===== config.mk =====
export PLATFORM = sky130hd
export DESIGN_NAME = uart_rx
export DESIGN_NICKNAME = d
export VERILOG_FILES = /design/src/rtl/uart_rx.sv
export SDC_FILE = /design/constraint.sdc
export NUM_CORES = 1
export LEC_CHECK = 0
export ABC_AREA = 1
export CELL_PAD_IN_SITES_DETAIL_PLACEMENT = 0
export CELL_PAD_IN_SITES_GLOBAL_PLACEMENT = 2
export CORE_MARGIN = 5
export CORE_UTILIZATION = 34
export DETAILED_ROUTE_END_ITERATION = 12
export PLACE_DENSITY = 0.87
export SLEW_MARGIN = 0
export SYNTH_ARGS = -nofsm -noshare
export SYNTH_HDL_FRONTEND = slang
export SYNTH_SLANG_ARGS = --single-unit
export TNS_END_PERCENT = 5

===== constraint.sdc =====
create_clock -name clk_i -period 2 [get_ports clk_i]
set_input_delay 0.4 -clock clk_i [delete_from_list [all_inputs] [get_ports clk_i]]
set_output_delay 0.4 -clock clk_i [all_outputs]
set_load 0.05 [all_outputs]

===== src/rtl/uart_rx.sv =====
// uart_rx: 8N1 UART receiver driven by a 16x oversampling tick.
// Synchronises rx_i, qualifies the start bit at mid-bit, samples the data
// bits LSB first at the end of each 16-tick bit window, checks the stop bit
// and offers the byte through a valid/ready holding register.
// Optional feature macro: UART_RX_PARITY_EN (8E1 framing plus parity_err_o).
module uart_rx #(
    parameter int SYNC_STAGES = 2
) (
    input  logic       clk_i,
    input  logic       rst_i,
    input  logic       tick_16x_i,
    input  logic       rx_i,
    output logic [7:0] data_o,
    output logic       valid_o,
    input  logic       ready_i,
    output logic       frame_err_o,
    output logic       overrun_o,
`ifdef UART_RX_PARITY_EN
    output logic       parity_err_o,
`endif
    output logic       busy_o
);

    typedef enum logic [2:0] {
        S_IDLE,
        S_START,
        S_DATA,
`ifdef UART_RX_PARITY_EN
        S_PARITY,
`endif
        S_STOP,
        S_WAIT_HIGH
    } state_t;

    state_t                 state_q, state_d;
    logic [SYNC_STAGES-1:0] sync_q, sync_d;
    logic [3:0]             cnt_q, cnt_d;
    logic [2:0]             bit_idx_q, bit_idx_d;
    logic [7:0]             shift_q, shift_d;
    logic [7:0]             data_q, data_d;
    logic                   valid_q, valid_d;
    logic                   frame_err_q, frame_err_d;
    logic                   overrun_q, overrun_d;

    logic                   rxs;
    logic                   stop_sample;
    logic                   commit;
    logic                   par_bad;

`ifdef UART_RX_PARITY_EN
    logic                   par_err_q, par_err_d;
    logic                   parity_err_q, parity_err_d;
    assign par_bad      = par_err_q;
    assign parity_err_o = parity_err_q;
`else
    assign par_bad      = 1'b0;
`endif

    // Oldest synchroniser stage is the only view of the line the FSM uses.
    assign rxs     = sync_q[SYNC_STAGES-1];
    assign sync_d  = {sync_q[SYNC_STAGES-2:0], rx_i};

    assign data_o      = data_q;
    assign valid_o     = valid_q;
    assign frame_err_o = frame_err_q;
    assign overrun_o   = overrun_q;
    assign busy_o      = (state_q != S_IDLE);

    // Frame FSM: advances only on tick cycles, everything holds otherwise.
    always_comb begin
        state_d     = state_q;
        cnt_d       = cnt_q;
        bit_idx_d   = bit_idx_q;
        shift_d     = shift_q;
        stop_sample = 1'b0;
`ifdef UART_RX_PARITY_EN
        par_err_d   = par_err_q;
`endif
        if (tick_16x_i) begin
            case (state_q)
                S_IDLE: begin
                    if (!rxs) begin
                        state_d = S_START;
                        cnt_d   = 4'd0;
                    end
                end
                S_START: begin
                    if (cnt_q == 4'd7) begin
                        cnt_d = 4'd0;
                        if (!rxs) begin
                            state_d   = S_DATA;
                            bit_idx_d = 3'd0;
`ifdef UART_RX_PARITY_EN
                            par_err_d = 1'b0;
`endif
                        end else begin
                            // Line went back high before mid-bit: a glitch, not a start.
                            state_d = S_IDLE;
                        end
                    end else begin
                        cnt_d = cnt_q + 4'd1;
                    end
                end
                S_DATA: begin
                    if (cnt_q == 4'd15) begin
                        cnt_d            = 4'd0;
                        shift_d[bit_idx_q] = rxs;
                        if (bit_idx_q == 3'd7) begin
                            bit_idx_d = 3'd0;
`ifdef UART_RX_PARITY_EN
                            state_d   = S_PARITY;
`else
                            state_d   = S_STOP;
`endif
                        end else begin
                            bit_idx_d = bit_idx_q + 3'd1;
                        end
                    end else begin
                        cnt_d = cnt_q + 4'd1;
                    end
                end
`ifdef UART_RX_PARITY_EN
                S_PARITY: begin
                    if (cnt_q == 4'd15) begin
                        cnt_d     = 4'd0;
                        // Even parity: data bits and parity bit must XOR to zero.
                        par_err_d = par_err_q | (^{shift_q, rxs});
                        state_d   = S_STOP;
                    end else begin
                        cnt_d = cnt_q + 4'd1;
                    end
                end
`endif
                S_STOP: begin
                    if (cnt_q == 4'd15) begin
                        cnt_d       = 4'd0;
                        stop_sample = 1'b1;
                        // A low stop bit may be a break; wait for the line to recover.
                        state_d     = rxs ? S_IDLE : S_WAIT_HIGH;
                    end else begin
                        cnt_d = cnt_q + 4'd1;
                    end
                end
                S_WAIT_HIGH: begin
                    if (rxs) begin
                        state_d = S_IDLE;
                    end
                end
                default: begin
                    state_d = S_IDLE;
                    cnt_d   = 4'd0;
                end
            endcase
        end
    end

    // Holding register, handshake and error pulses.
    always_comb begin
        data_d      = data_q;
        valid_d     = valid_q;
        frame_err_d = 1'b0;
        overrun_d   = 1'b0;
        commit      = stop_sample && rxs && !par_bad;
`ifdef UART_RX_PARITY_EN
        parity_err_d = stop_sample && par_err_q;
`endif
        if (stop_sample && (!rxs || par_bad)) begin
            frame_err_d = 1'b1;
        end
        if (commit) begin
            // A byte being accepted this cycle frees the register for the new one.
            if (!valid_q || ready_i) begin
                data_d  = shift_q;
                valid_d = 1'b1;
            end else begin
                overrun_d = 1'b1;
            end
        end else if (valid_q && ready_i) begin
            valid_d = 1'b0;
        end
    end

    // State registers with asynchronous active-low reset.
    always_ff @(posedge clk_i or negedge rst_i) begin
        if (!rst_i) begin
            state_q      <= S_IDLE;
            sync_q       <= '1;
            cnt_q        <= 4'd0;
            bit_idx_q    <= 3'd0;
            shift_q      <= 8'h00;
            data_q       <= 8'h00;
            valid_q      <= 1'b0;
            frame_err_q  <= 1'b0;
            overrun_q    <= 1'b0;
`ifdef UART_RX_PARITY_EN
            par_err_q    <= 1'b0;
            parity_err_q <= 1'b0;
`endif
        end else begin
            state_q      <= state_d;
            sync_q       <= sync_d;
            cnt_q        <= cnt_d;
            bit_idx_q    <= bit_idx_d;
            shift_q      <= shift_d;
            data_q       <= data_d;
            valid_q      <= valid_d;
            frame_err_q  <= frame_err_d;
            overrun_q    <= overrun_d;
`ifdef UART_RX_PARITY_EN
            par_err_q    <= par_err_d;
            parity_err_q <= parity_err_d;
`endif
        end
    end

endmodule


# --- Word-level counts from Yosys, hierarchy flattened ---
# Index checks and enable logic that the tools add are counted.
word_totals:
  ff_bits: 31
  out_inout_bits: 12
op_classes:
  n_addsub: 2
  magnitude_cmp: 2
  eq_ne: 15
  n_mux: 30
  n_bitwise: 1
  n_reduce_logical: 18
op_table:
  columns: ["cell", "n"]
  rows:
  - ["two-way mux 3 bit", 11]
  - ["case mux 4 bit (4 select lines)", 1]
  - ["case mux 3 bit (5 select lines)", 1]
  - ["inequality test 2 bit (second input constant)", 7]
  - ["two-way mux 4 bit", 3]
  - ["two-way mux 1 bit", 10]
  - ["bitwise mux 8 bit", 1]
  - ["AND reduction 7 bit", 1]
  - ["equality test 3 x 2 -> 1 bit (second input constant)", 2]
  - ["equality test 3 bit (second input constant)", 2]
  - ["case mux 3 bit (2 select lines)", 1]
  - ["AND reduction 3 bit", 2]
  - ["AND reduction 5 bit", 1]
  - ["adder 4 x 1 -> 4 bit (second input constant)", 1]
  - ["equality test 4 x 3 -> 1 bit (second input constant)", 1]
  - ["equality test 4 bit (second input constant)", 1]
  - ["logical AND 1 bit", 4]
  - ["< comparator 3 x 4 -> 1 bit (second input constant)", 1]
  - ["AND reduction 2 bit", 2]
  - ["nonzero test 2 bit", 2]
  - ["adder 3 x 1 -> 3 bit (second input constant)", 1]
  - ["demux 1 bit (select 3 bit)", 1]
  - ["equality test 3 x 1 -> 1 bit (second input constant)", 1]
  - [">= comparator 3 x 1 -> 1 bit (second input constant)", 1]
  - ["8 further kinds", 9]

# --- Logic depth before layout (Yosys ltp) ---
depth:
  word_depth: 7
  depth_mapped: 10

# --- Worst setup path before layout ---
# Ideal clock, no wire load.
synth_path:
  kind: "reg2reg"
  from: "register cnt_q[0]"
  to: "register shift_q[1]"
  setup_time_ns: 0.132
  arrival_ns: 1.257
  t_required_ns: 1.868
  path_slack_ns: 0.611
  path_stages_with_launch: 9
  n_path_buf: 0
  cell_sequence: "dfrtp_1 > ha_1 > nand2_1 > nor2_8 > nand2_2 > nor2_4 > nand3_1 > nand2_1 > o21ai_1"
synth_between:
  elab_chain_cells: 2
synth_lines:
  columns: ["item", "line_no", "text"]
  rows:
  - ["from (decl)", "37", "logic [3:0] cnt_q, cnt_d;"]
  - ["from (signal assigned)", "202", "cnt_q <= cnt_d;"]
  - ["equality test 4 bit", "105", "if (cnt_q == 4'd15) begin"]
  - ["AND reduction 3 bit (no source line)", null, null]
  - ["to (signal assigned)", "204", "shift_q <= shift_d;"]
  - ["to (decl)", "39", "logic [7:0] shift_q, shift_d;"]
# Every way passes these cells.
# A chain may end at the register's enable or synchronous reset.

# --- Final worst setup path ---
layout_path:
  from: "register data_q[2] (netlist: data_o[2])"
  to: "output port data_o[2]"
layout_lines:
  columns: ["item", "line_no", "text"]
  rows:
  - ["from (decl)", "40", "logic [7:0] data_q, data_d;"]
  - ["from (signal assigned)", "205", "data_q <= data_d;"]
  - ["to (decl)", "13", "output logic [7:0] data_o,"]
# No word-level cell between the ends.

==> impl_metrics.toml <==
[outcome]
outcome = "finished clean"

[logic_synthesis]
avgSynthCellArea_um2 = 8.74
yosys_warning_total = 0
post_synth_instance_area_um2 = 1560
ys_types = 28
post_synth_and_or_nand_nor_area_fraction = 0.292
synth.top_cell.area_share = 0.464
synth_seq_cells = 31
syn-num-nets = 187
postSynthCellCount = 179
synth-xor-area-share = 0.00560
synth_compound_gate_area_share = 0.104
seq_area_frac_synth = 0.498
dominant_cell_type_by_area_after_synthesis = "dfrtp_1"
synth.area.mux_share = 0
ys_top_cells_by_area = "dfrtp_1 46%, nand2_1 10%, nand3_1 5.8%"
synth_top_family_by_area = "simple AND/OR/NAND/NOR gates"
synth-adder-area-share = 0.0240

[grt]
grt_start_max_net_pins = 32
wire_length_of_the_first_global_routing_pass_um = 5400
first_global_vias = 1222
grt_util_all_layers = 0.109
grt_antenna_before_repair = 0
globalRoute.totalOverflow = 0

[power]
power_switching_share = 0.372
cellInternalPower_uw = 1170
max-vdd-ir-drop_mv = 0.483
seqPwrFrac = 0.429
share_comb_of_total_power = 0.308
power_frac_clock = 0.263
power.density_cell_area_nw_per_um2 = 1000
total_switching_power_uw = 694
design_power_total_uw = 1860
power.leakage_uw = 0.000884

[detailed_routing]
first_iter_violations = 82
drt-met1-wl_um = 1500
wl_per_cell_um = 12.0
detail-route-antenna-nets = 0
detailroute.wirelength.met3_um = 132
detailroute.via_count = 1226
route.detailed.vias_per_inst = 4.88
drt-total-wl_um = 3020
met2WireLength_um = 1340
top_layer_reached_by_signal_wires = "met4"
length_of_the_first_detailed_routing_pass_in_iterations = 6
drcViolationCount = 0

[cts]
insertion_delay_ps = 280
clk_path_buf_depth = 2
numClockSinks = 31
cts_hold_buffers = 0
worst_setup_hold_path_clk_slew_ps = 60
postCtsSetupRepairBufs = 0
cts_buffers = 5
tritoncts = "yes"
number_of_h_tree_branching_levels = 2
ctsRootBufferMaster = "clkbuf_8"
cts_resized = 0

[setup_path]
timing.critical_path.required_ps = 1600
worst-r2r-cell-count = 5
critical_path.reg2reg.endpoint = "data_o[3]$_DFFE_PN0P_"
critPathMaxStageDelay_ps = 810
timing.critical_path.from = "data_o[2]$_DFFE_PN0P_"
crit_path_max_fanout = 2
crit_family = "buffers and inverters"
r2r-start = "sync_q[1]$_DFF_PN1_"
worstPathArrival_ps = 1440
timing.critical_path.depth = 1
setup.reg_to_reg.worst_slack_ps = 400
cp-start-kind = "flip-flop"
critical_path_class = "reg -> out"
worstPathCellList = "clkdlybuf4s50_1"
critPathCapture = "data_o[2]"
endpoint_kind = "primary output"
critical_path_buf_inv_count = 1
worst_path_max_delay_cell = "clkdlybuf4s50_1"

[worst_hold_path]
worst_hold_path_type = "reg -> reg"

[floorplan]
dieArea_um2 = 6060
dieHeight_um = 77.8
core_um2 = 4410
rows = 24
initial_utilization = 0.354
horizontal_extent_of_the_die_um = 77.8
io-pin-count = 17

[final_layout]
layout.cells.most_common = "nand2_1"
drive_above_1_share = 0.156
antenna-diode-count = 0
final_net_count = 207
most-common-layout-cells = "43 x nand2_1, 29 x dfrtp_1, 23 x inv_1"
p_r_area_growth_vs_syn_pct = 19.2

[sta]
slew-limit-headroom = 0.664
report.final.slew_viol_count = 0
max_clock_freq_ghz = 0.545
totalNegativeSetupSlack_ps = 0
number_of_hold_slack_violations_in_the_final_timing_report = 0
grt_setup_unrepaired = "false"
finalHoldWorstSlack_ps = 358
timing.final.crit_share = 0.918
post-route-min-period_ps = 1840
tightest_slew_ps = 503
setup-violations-final = 0
finalClockSkew_ps = 4.62

[placement]
gp_routability_congestion = 0.794
place.port_buffers = 16
hpwlAfterDp_um = 2250

[job]
cap_violations = 0
==> cell type report <==
class,instances,area (um2)
Multi-Input combinational cell,120,666
Clock buffer,6,82.6
Inverter,24,90.1
Clock inverter,1,5.00
Sequential cell,31,778
Timing Repair Buffer,17,178
Tap cell,52,65.1
Fill cell,448,2550
==> cell usage after synthesis <==
| library cell | instances |
|---|---|
| a22o_1 | 1 |
| buf_4 | 2 |
| buf_6 | 1 |
| clkbuf_1 | 1 |
| dfrtp_1 | 29 |
| dfstp_2 | 2 |
| ha_1 | 3 |
| inv_1 | 23 |
| inv_2 | 1 |
| nand2_1 | 43 |
| nand2_2 | 2 |
| nand3_1 | 18 |
| nand3_4 | 1 |
| nand3b_1 | 1 |
| nand4_1 | 3 |
| nand4_4 | 1 |
| nor2_1 | 13 |
| nor2_2 | 4 |
| nor2_4 | 2 |
| nor2_8 | 1 |
| nor3_1 | 1 |
| nor4_1 | 1 |
| o21ai_0 | 6 |
| o21ai_1 | 8 |
| o21ai_2 | 8 |
| o22ai_1 | 1 |
| o31ai_1 | 1 |
| xor2_1 | 1 |
==> power by group through the flow <==
stage | Combinational [uW] | Clock [uW] | Sequential [uW]
floorplan | 442 | 0 | 771
global placement | 569 | 0 | 807
detailed placement | 580 | 0 | 810
CTS | 581 | 508 | 799
global route | 640 | 534 | 814
finish | 574 | 490 | 800
==> worst min-delay path by stage <==
stage / startpoint / to / slack [ps] / cells past startpoint
2_1_floorplan: rst_i / bit_idx_q[0]$_DFFE_PN0P_ / 100 / 0
5_1_grt: sync_q[0]$_DFF_PN1_ / sync_q[1]$_DFF_PN1_ / 360 / 0
6_report: sync_q[0]$_DFF_PN1_ / sync_q[1]$_DFF_PN1_ / 360 / 0
3_3_place_gp: sync_q[0]$_DFF_PN1_ / sync_q[1]$_DFF_PN1_ / 350 / 0
4_1_cts: sync_q[0]$_DFF_PN1_ / sync_q[1]$_DFF_PN1_ / 360 / 0
3_5_place_dp: sync_q[0]$_DFF_PN1_ / sync_q[1]$_DFF_PN1_ / 350 / 0
==> routing by layer <==
metal  up-vias  GRT usage
li1        618          -
met1       583      0.142
met2        19      0.166
met3         6     0.0405
met4         0     0.0395
met5         -          0
==> flip-flops by register name, summed over array words and instances, names as in the netlist <==
name and count:
state_q 3, sync_q 2, bit_idx_q 3, frame_err_o 1, valid_o 1, data_o 8, shift_q 8, overrun_o 1
cnt_q 4
==> cell families after synthesis <==
logic type                 after synthesis
DFF                                     31
and+or+nand+nor                         91
adders and majority gates                3
buffers and inverters                   28
AOI/OAI and AO/OA                       25
xor gates and xnor gates                 1
==> through the flow <==
stage	setup WS, ps	utilization	instances	cell area (um2)
2_1_floorplan	611	-	179	1560
3_3_place_gp	198	0.402	244	1780
3_5_place_dp	148	0.402	244	1780
4_1_cts	142	0.422	251	1860
5_1_grt	107	0.422	251	1860
6_report	163	0.422	251	1860
Note: power is estimated with default switching activity, not from simulation.
